`config.mk`:
```
export PLATFORM = sky130hd
export DESIGN_NAME = sprite_fetch_unit
export DESIGN_NICKNAME = d
export VERILOG_FILES = /design/src/rtl/sprite_pkg.sv /design/src/rtl/sprite_resp_fifo.sv /design/src/rtl/sprite_fetch_unit.sv
export SDC_FILE = /design/constraint.sdc
export NUM_CORES = 1
export LEC_CHECK = 0
export ABC_AREA = 0
export BUFFER_PORTS_ARGS = -buffer_cell sky130_fd_sc_hd__buf_2
export CORE_MARGIN = 1.5
export CORE_UTILIZATION = 35
export DETAILED_ROUTE_END_ITERATION = 8
export GPL_ROUTABILITY_DRIVEN = 1
export PLACE_DENSITY = 0.52
export SETUP_SLACK_MARGIN = 0.05
export SLEW_MARGIN = 30
export SYNTH_ARGS = -nofsm -noshare
export SYNTH_HDL_FRONTEND = slang
export SYNTH_SLANG_ARGS = --single-unit
```
`constraint.sdc`:
```
create_clock -name clock -period 2.8 [get_ports clock]
set_input_delay 0.56 -clock clock [delete_from_list [all_inputs] [get_ports clock]]
set_output_delay 0.56 -clock clock [all_outputs]
set_load 0.01 [all_outputs]
```
`src/rtl/sprite_pkg.sv`:
```
// Shared types and constants for the sprite fetch path: colour type,
// sprite geometry, transparent colour key and the read-pipeline tag.
package sprite_pkg;

  localparam int DATA_W       = 9;
  localparam int SPRITE_SIZE  = 20;
  localparam int SPRITE_WORDS = SPRITE_SIZE * SPRITE_SIZE;

  typedef logic [DATA_W-1:0] color_t;

  localparam color_t TRANSP_COLOR = 9'h1FF;

  typedef struct packed {
    logic valid;
    logic oob;
  } tag_t;

endpackage

```
`src/rtl/sprite_resp_fifo.sv`:
```
// Synchronous response FIFO; the head is forced to zero while empty and
// the occupancy count feeds the read-credit check in the fetch unit.
module sprite_resp_fifo #(
  parameter int DEPTH = 4,
  parameter int WIDTH = 11
) (
  input  logic                     clock,
  input  logic                     reset_n,
  input  logic                     push,
  input  logic [WIDTH-1:0]         push_data,
  input  logic                     pop,
  output logic [WIDTH-1:0]         head,
  output logic                     valid,
  output logic [$clog2(DEPTH):0]   count
);

  localparam int PTR_W = $clog2(DEPTH);
  localparam int CNT_W = PTR_W + 1;

  logic [WIDTH-1:0] mem [DEPTH];
  logic [PTR_W-1:0] wr_ptr;
  logic [PTR_W-1:0] rd_ptr;
  logic             do_push;
  logic             do_pop;

  assign valid   = (count != '0);
  assign do_pop  = pop && valid;
  // A push into a full FIFO is legal only when the head leaves in the same cycle.
  assign do_push = push && ((count != CNT_W'(DEPTH)) || do_pop);
  assign head    = valid ? mem[rd_ptr] : '0;

  always_ff @(posedge clock or negedge reset_n) begin
    if (!reset_n) begin
      wr_ptr <= '0;
      rd_ptr <= '0;
      count  <= '0;
    end else begin
      if (do_push) wr_ptr <= wr_ptr + 1'b1;
      if (do_pop)  rd_ptr <= rd_ptr + 1'b1;
      count <= count + CNT_W'(do_push) - CNT_W'(do_pop);
    end
  end

  always_ff @(posedge clock) begin
    if (do_push) mem[wr_ptr] <= push_data;
  end

endmodule

```
`src/rtl/sprite_fetch_unit.sv`:
```
// Sprite memory master: arbitrates processor writes against pixel reads and
// returns colours in request order. Optional mirroring: SPRITE_FETCH_HFLIP_EN.
module sprite_fetch_unit
  import sprite_pkg::*;
#(
  parameter int                    ADDR_W       = 14,
  parameter int                    DATA_W       = sprite_pkg::DATA_W,
  parameter int                    SPRITE_SIZE  = sprite_pkg::SPRITE_SIZE,
  parameter int                    OFFSET_W     = 6,
  parameter int                    COORD_W      = 5,
  parameter int                    RD_LATENCY   = 1,
  parameter int                    FIFO_DEPTH   = 4,
  parameter logic [DATA_W-1:0]     TRANSP_COLOR = sprite_pkg::TRANSP_COLOR
) (
  input  logic                clock,
  input  logic                reset_n,
  input  logic                req_valid,
  output logic                req_ready,
  input  logic [OFFSET_W-1:0] req_offset,
  input  logic [COORD_W-1:0]  req_x,
  input  logic [COORD_W-1:0]  req_y,
`ifdef SPRITE_FETCH_HFLIP_EN
  input  logic                req_hflip,
`endif
  input  logic                wr_valid,
  output logic                wr_ready,
  input  logic [ADDR_W-1:0]   wr_address,
  input  logic [DATA_W-1:0]   wr_data,
  output logic [ADDR_W-1:0]   mem_address,
  output logic [DATA_W-1:0]   mem_data,
  output logic                mem_wren,
  input  logic [DATA_W-1:0]   mem_q,
  output logic                pix_valid,
  input  logic                pix_ready,
  output logic [DATA_W-1:0]   pix_data,
  output logic                pix_transparent,
  output logic                pix_oob
);

  localparam int STAGES  = RD_LATENCY + 1;
  localparam int CNT_W   = $clog2(FIFO_DEPTH) + 1;
  localparam int ENTRY_W = DATA_W + 2;

  logic [31:0]        eff_x;
  logic [31:0]        addr_full;
  logic               rd_oob;
  tag_t               tag_sr [STAGES];
  int unsigned        inflight;
  int unsigned        credits;
  logic [CNT_W-1:0]   fifo_count;
  logic               rd_elig;
  logic               grant_wr;
  logic               grant_rd;
  logic               prio_wr;
  tag_t               cap;
  logic               cap_transp;
  logic [ENTRY_W-1:0] push_data;
  logic [ENTRY_W-1:0] head;

  always_comb begin
    eff_x = 32'(req_x);
`ifdef SPRITE_FETCH_HFLIP_EN
    if (req_hflip) eff_x = 32'(SPRITE_SIZE - 1) - 32'(req_x);
`endif
    addr_full = 32'(req_offset) * 32'(SPRITE_SIZE * SPRITE_SIZE)
              + 32'(req_y) * 32'(SPRITE_SIZE) + eff_x;
    // Range test uses the unmirrored x so a flipped request cannot wrap into range.
    rd_oob = (32'(req_x) >= 32'(SPRITE_SIZE)) || (32'(req_y) >= 32'(SPRITE_SIZE))
          || (addr_full >= (32'd1 << ADDR_W));
  end

  always_comb begin
    inflight = 0;
    for (int unsigned i = 0; i < STAGES; i++) begin
      inflight = inflight + 32'(tag_sr[i].valid);
    end
    credits  = inflight + 32'(fifo_count);
    rd_elig  = req_valid && (credits < 32'(FIFO_DEPTH));
    grant_wr = wr_valid && (!rd_elig || prio_wr);
    grant_rd = rd_elig && (!wr_valid || !prio_wr);
  end

  assign wr_ready  = reset_n && grant_wr;
  assign req_ready = reset_n && grant_rd;

  always_ff @(posedge clock or negedge reset_n) begin
    if (!reset_n) begin
      mem_address <= '0;
      mem_data    <= '0;
      mem_wren    <= 1'b0;
      prio_wr     <= 1'b0;
      for (int unsigned i = 0; i < STAGES; i++) tag_sr[i] <= '0;
    end else begin
      mem_wren  <= grant_wr;
      tag_sr[0] <= '{valid: grant_rd, oob: grant_rd && rd_oob};
      for (int unsigned i = 1; i < STAGES; i++) tag_sr[i] <= tag_sr[i-1];
      if (grant_wr) begin
        mem_address <= wr_address;
        mem_data    <= wr_data;
        prio_wr     <= 1'b0;
      end else if (grant_rd) begin
        prio_wr <= 1'b1;
        if (!rd_oob) mem_address <= addr_full[ADDR_W-1:0];
      end
    end
  end

  assign cap        = tag_sr[STAGES-1];
  assign cap_transp = cap.oob || (mem_q == TRANSP_COLOR);
  assign push_data  = {cap.oob, cap_transp, cap.oob ? {DATA_W{1'b0}} : mem_q};

  sprite_resp_fifo #(
    .DEPTH (FIFO_DEPTH),
    .WIDTH (ENTRY_W)
  ) u_resp_fifo (
    .clock     (clock),
    .reset_n   (reset_n),
    .push      (cap.valid),
    .push_data (push_data),
    .pop       (pix_ready),
    .head      (head),
    .valid     (pix_valid),
    .count     (fifo_count)
  );

  assign pix_oob         = head[ENTRY_W-1];
  assign pix_transparent = head[ENTRY_W-2];
  assign pix_data        = head[DATA_W-1:0];

endmodule

```
==> results.py, run 1 <==
metrics = {
    "finish": {
        "fin_area_um2": 6140,
        "final_util_pct": 48.2,
        "syn2layout_area_growth_pct": 33.9,
        "nNetsFinal": 626,
        "drive_gt1_share_pct": 38.1,
        "num_antenna_cells": 0,
    },
    "synthesis": {
        "ys.flop_type": "edfxtp_1",
        "synth_area_per_cell_um2": 12.2,
        "ys_types": 51,
        "synth_top_cell_area_share_pct": 28.8,
        "synth-async-reset-ratio_pct": 45.0,
        "ys_seq_elements": 80,
        "synth_area_leaders": "edfxtp_1 (29%), dfrtp_1 (20%), ha_1 (14%)",
        "post-synth-top-count-cell": "ha_1",
        "syn_area_um2": 4580,
        "synthTopCellsByCount": "ha_1 (51), edfxtp_1 (44), nand2_1 (41)",
        "synth.net_count": 484,
        "synth_area_leader_cell": "edfxtp_1",
        "ys_seq_area_share_pct": 48.5,
        "synthCells": 375,
        "synth_edf_count": 44,
        "yosysWarningCount": 0,
    },
    "pwr": {
        "p_sw_mw": 1.99,
        "pwr-share-clk_pct": 22.3,
        "combPwrFrac_pct": 43.6,
        "p_seq_share_pct": 34.1,
        "power.internal_mw": 3.56,
        "power_leakage_nw": 2.74,
        "vdd_ir_drop_max_v": 0.000601,
        "p_sw_share_pct": 35.8,
        "powerDensity_nw_per_um2": 905,
    },
    "routing": {
        "first_iter_violations": 128,
        "totalWireLength_um": 10100,
        "drt-vias-per-instance": 4.75,
        "drc_errors": 0,
        "via_count": 3297,
        "routedWlPerCell_um": 14.6,
        "ant_nets": 0,
        "drt-pass1-iter-count": 4,
    },
    "clock_network": {
        "h-tree-depth": 3,
        "cts-buffers-inserted": 9,
        "clock_path_buffers": 2,
        "root_buffer": "clkbuf_16",
        "clock_latency_ns": 0.34,
        "cts_tree": "done",
        "clkTransAtPathRegs_ns": 0.07,
        "hold_buffers": 0,
        "cts.sinks": 80,
    },
    "critical_path": {
        "cp_slowest_cell": "fa_1",
        "cp_max_fo": 7,
        "startpoint": "req_offset[1]",
        "ff2ff_path_depth": 9,
        "crit_top_cell": "ha_4",
        "startpoint_type": "input pin",
        "cp_cell_sequence": "buf_8, ha_4, ha_4, ha_4, inv_2, fa_1, inv_2, ha_4, ha_4, o211ai_1, nand2_1, o21a_1, and4_4, mux2i_4, clkbuf_16, mux2i_1, a21oi_1",
        "crit_path_end_kind": "flop",
        "timing.rr.start": "u_resp_fifo.count[0]",
        "crit_end": "mem_address[9]",
        "timing.rr.end": "mem_address[9]",
        "slowest_delay_ns": 0.49,
        "path_class": "input pin to flop",
        "worstPathArrival_ns": 3.78,
        "cp.required_ns": 3.01,
        "r2r_setup_slack_ns": 0.49,
    },
    "placement": {
        "dpl_cell_area_um2": 5640,
        "io_buffers": 90,
        "place_hpwl_um": 7430,
        "finalWeightedCongestion": 0.806,
    },
    "floorplanning": {
        "io_pins": 91,
        "dieArea_um2": 13800,
        "initial_core_util_pct": 36.0,
        "rows": 41,
        "die_x_um": 117,
        "die_y_um": 117,
        "coreArea_um2": 12700,
    },
    "flow_run": {
        "cap_violations": 0,
    },
    "timing": {
        "setup_viol": 15,
        "finalClockSkew_ns": 0.00855,
        "max_freq_ghz": 0.281,
        "period_share_pct": 127,
        "fin_tns_setup_ns": -10.97,
        "worst_slew_pin_slew_ns": 0.624,
        "fin_crit_ns": 3.56,
        "slew_viol_final": 0,
        "max_slew_margin_pct": 58.4,
        "finalHoldViolations": 0,
        "setup_slack_ns": -0.763,
        "rsz0062_at_grt": "yes",
    },
    "outcome": {
        "status": "complete, but fails checks",
        "violations": "setup timing",
    },
    "global_routing": {
        "grt_pass1_wl_um": 16600,
        "grtUsageTotal_pct": 15.3,
        "antenna_found_initial": 0,
        "grt_pass1_vias": 3335,
        "grt_start_max_net_pins": 30,
        "grt_overflow": 0,
    },
    "hold_path": {
        "hp-class": "input pin to asynchronous set/reset pin",
    },
}
==> cell families after synthesis <==
| kind of cell | synth area share (%) |
|---|---|
| AOI/OAI and AO/OA | 8.00 |
| xor gates and xnor gates | 3.44 |
| adders and majority gates | 16.1 |
| buffers and inverters | 2.46 |
| DFF | 48.5 |
| muxes | 9.42 |
| and+or+nand+nor | 12.1 |
==> cells in the final DEF (no fill, tap or decap), types with 3 or more instances in the layout <==
cell type,synthesis,routed
nor2_1,22,22
edfxtp_1,44,44
inv_6,0,3
nor2b_1,12,12
inv_1,18,15
ha_1,51,40
o21ai_1,2,5
nand2_1,41,41
clkbuf_16,0,10
o21ai_2,0,3
mux2i_1,15,14
inv_2,0,4
buf_4,0,46
o21ai_0,11,5
dfrtp_1,36,36
ha_4,0,11
and2_1,19,19
a21oi_1,21,19
fa_1,5,4
xor2_1,9,9
mux4_2,11,11
o21a_1,3,3
xnor2_1,9,9
buf_2,0,87
==> through the flow <==
stage | cells | worst slack, ns | total power [mW] | hold WS [ns]
6_report | 694 | -0.763 | 5.55 | 0.131
5_1_grt | 694 | -0.851 | 5.95 | 0.155
4_1_cts | 691 | -0.773 | 5.54 | 0.144
3_5_place_dp | 671 | -1.12 | 4.25 | 0.343
3_3_place_gp | 671 | -1.07 | 4.20 | 0.332
2_1_floorplan | 375 | -0.945 | 3.34 | 0.264
==> power groups by stage <==
| stage | Sequential, mW | Combinational (mW) | Clock, mW |
|---|---|---|---|
| after floorplan | 1.91 | 1.43 | 0 |
| after global placement | 1.91 | 2.28 | 0 |
| after detailed placement | 1.91 | 2.33 | 0 |
| after CTS | 1.90 | 2.39 | 1.25 |
| after global routing | 1.93 | 2.71 | 1.30 |
| final | 1.89 | 2.42 | 1.24 |
==> timing repair <==
item / 4_1_cts / 5_1_grt
setup buffers: 3 / 3
gates resized for setup: 11 / 14
pin swaps: 1 / 10
setup endpoints to repair: 15 / 17
gates cloned: 1 / 0
==> layout make-up <==
class                      instances  area, um^2
fill                            1223        6580
multi-input combinational        268        2440
tap                              172         215
sequential                        80        2220
clock buffer                       9         225
clock inverter                     7        88.8
inverter                          19        71.3
timing repair buffer             139         878
==> state kept, by name, indices dropped and copies added, names as in the netlist <==
register            count
cap                     2
mem_address            14
mem_data                9
mem_wren                1
prio_wr                 1
tag_sr                  2
u_resp_fifo.count       3
u_resp_fifo.mem        44
u_resp_fifo.rd_ptr      2
u_resp_fifo.wr_ptr      2
==> critical path, delay by kind of cell <==
kind                       cells  cell delay (ns)
AOI/OAI and AO/OA              3             0.32
adders and majority gates      6             1.68
buffers and inverters          4             0.39
muxes                          2             0.47
and+or+nand+nor                2             0.35
==> worst min-delay path by stage <==
stage | start | endpoint | slack (ns) | depth (start not counted)
after floorplan | reset_n | cap[0] | 0.26 | 0
after global placement | tag_sr[2] | cap[0] | 0.33 | 0
after detailed placement | tag_sr[2] | cap[0] | 0.34 | 0
after CTS | reset_n | mem_address[1] | 0.14 | 1
after global routing | reset_n | mem_address[1] | 0.16 | 1
final | reset_n | mem_address[1] | 0.13 | 1
==> per-layer routing <==
layer	global-route usage (%)	vias up	wire (um)
met2	23.1	86	4560
li1	-	1635	-
met5	0	-	0
met1	21.5	1566	4890
met3	4.38	10	538
met4	4.17	0	114
No activity file was read; power rests on OpenSTA's default activity.
==> run 2, diff against run 1 <==
- CELL_PAD_IN_SITES_DETAIL_PLACEMENT: unset -> 2
- CELL_PAD_IN_SITES_GLOBAL_PLACEMENT: unset -> 2
- PLACE_DENSITY: 0.52 -> 0.74
==> results.py, run 2 (synthesis gave the netlist of run 1 again) <==
metrics = {
    "global_routing": {
        "grtUsageTotal_pct": 21.2,
        "grt_start_max_net_pins": 37,
        "antenna_found_initial": 0,
        "grt_overflow": 0,
        "grt_pass1_wl_um": 22300,
        "grt_pass1_vias": 4066,
    },
    "clock_network": {
        "cts_tree": "done",
        "clkTransAtPathRegs_ns": 0.06,
        "clock_path_buffers": 2,
        "root_buffer": "clkbuf_16",
        "h-tree-depth": 3,
        "cts-buffers-inserted": 9,
        "cts.sinks": 80,
        "clock_latency_ns": 0.35,
    },
    "routing": {
        "totalWireLength_um": 15400,
        "ant_nets": 0,
        "drt-vias-per-instance": 5.10,
        "via_count": 3573,
        "first_iter_violations": 142,
        "drc_errors": 0,
        "routedWlPerCell_um": 21.9,
        "drt-pass1-iter-count": 4,
    },
    "floorplanning": {
        "coreArea_um2": 12700,
        "initial_core_util_pct": 36.0,
        "dieArea_um2": 13800,
        "die_y_um": 117,
        "io_pins": 91,
        "die_x_um": 117,
        "rows": 41,
    },
    "finish": {
        "num_antenna_cells": 0,
        "multi_input_area_um2": 2500,
        "mostFrequentLayoutCells": "buf_2 (88), buf_4 (52), edfxtp_1 (44)",
        "final_util_pct": 48.9,
        "regArea_um2": 2220,
        "drive_gt1_share_pct": 40.3,
        "top_regs": "u_resp_fifo.mem: 44 flops, mem_address: 14 flops, mem_data: 9 flops",
        "syn2layout_area_growth_pct": 35.8,
        "final_common_cell": "buf_2",
        "top_register": "u_resp_fifo.mem",
        "nFillCells": 1315,
        "nNetsFinal": 633,
        "largest_reg_flops": 44,
    },
    "pwr": {
        "vdd_ir_drop_max_v": 0.000446,
        "power_leakage_nw": 2.77,
        "powerDensity_nw_per_um2": 941,
    },
    "timing": {
        "finalHoldViolations": 0,
        "slew_viol_final": 0,
        "rsz0062_at_grt": "yes",
        "hold_slack_ns": 0.305,
        "max_slew_margin_pct": 54.4,
        "finalClockSkew_ns": 0.00812,
        "worst_slew_pin_slew_ns": 0.684,
        "setup_slack_ns": -1.10,
        "max_freq_ghz": 0.256,
        "fin_crit_ns": 3.90,
        "setup_viol": 15,
        "period_share_pct": 139,
    },
    "critical_path": {
        "cp_max_fo": 7,
        "ff2ff_path_depth": 9,
        "crit_top_cell": "ha_4",
        "cp_cell_sequence": "buf_2, ha_4, ha_4, ha_4, inv_2, fa_1, inv_2, ha_4, ha_4, o211ai_1, nand2_1, buf_4, o21ai_1, nand4b_1, mux2i_4, buf_12, mux2i_1, o21ai_1",
        "slowest_delay_ns": 0.56,
        "cp.required_ns": 3.02,
        "cp_slowest_cell": "fa_1",
        "crit_path_end_kind": "flop",
        "worstPathArrival_ns": 4.12,
        "path_class": "input pin to flop",
        "startpoint_type": "input pin",
    },
    "placement": {
        "finalWeightedCongestion": 0.716,
        "place_hpwl_um": 10100,
        "post-place-ws_ns": -1.30,
        "io_buffers": 90,
    },
    "outcome": {
        "violations": "setup timing",
        "status": "complete, but fails checks",
    },
    "flow_run": {
        "cap_violations": 0,
    },
    "hold_path": {
        "hp-class": "input pin to asynchronous set/reset pin",
    },
}
-- run 2: cell count changes in the layout (fill, tap and decap cells not counted), moves of 2 or more --
cell     previous run  this run
o21ai_2             3         1
mux2i_2             0         2
buf_4              46        52
inv_6               3         1
a21oi_1            19        17
a21oi_2             2         4
mux2i_1            14        11
o21ai_1             5         7
-- run 2: final timing paths --
| kind | from | to | slack (ns) |
|---|---|---|---|
| max | req_offset[0] | mem_address[13] | -1.10 |
| min | reset_n | mem_data[3] | 0.31 |
| max reg2reg | u_resp_fifo.count[0] | mem_address[13] | 0.19 |
| min reg2reg | tag_sr[2] | cap[0] | 0.40 |
| max in group asynchronous | reset_n | u_resp_fifo.count[0] | 2.13 |
| min in group clock | tag_sr[2] | cap[0] | 0.40 |
-- run 2: metrics by stage --
stage | std cells | total power, mW | setup TNS (ns) | cell area (um^2)
global route | 701 | 6.22 | -17.62 | 6220
CTS | 696 | 5.71 | -13.02 | 6120
floorplan | 375 | 3.34 | -13.16 | 4680
global placement | 674 | 4.20 | -15.85 | 5660
detailed placement | 674 | 4.41 | -18.62 | 5660
finish | 701 | 5.86 | -15.51 | 6220
-- run 2: metal layers --
layer / wire length (um) / vias to the layer above / track usage [%]
li1: - / 1643 / -
met1: 5960 / 1795 / 24.6
met2: 8240 / 108 / 38.3
met3: 766 / 27 / 5.74
met4: 413 / 0 / 5.86
met5: 0 / - / 0
-- run 2: final cells by class --
type                            instances  share of cell area [%]
Multi-Input combinational cell        268                    40.2
Tap cell                              172                    3.46
Inverter                               19                    1.15
Sequential cell                        80                    35.7
Timing Repair Buffer                  146                    14.9
Clock buffer                           11                    3.90
Clock inverter                          5                   0.663
-- run 2: power by group --
| part | switching, mW | internal (mW) |
|---|---|---|
| Sequential | 0.301 | 1.66 |
| Combinational | 1.47 | 1.30 |
| Clock | 0.498 | 0.631 |
| Total | 2.27 | 3.59 |
-- run 2: worst max-delay path, delay by kind of cell --
family                   cells  cell delay [ns]
adder cells (fa/ha/maj)      6             1.69
multiplexers                 2             0.58
buffers and inverters        5             0.57
AND/OR/NAND/NOR              2             0.37
AO/OA/AOI/OAI                3             0.34
-- run 2: repair_timing --
| item | in CTS | in global routing |
|---|---|---|
| resized for setup | 21 | 15 |
| setup buffers | 5 | 5 |
| hold buffers | 0 | 0 |
| setup endpoints to repair | 15 | 17 |
| pin swaps | 5 | 13 |
| cloned | 1 | 0 |
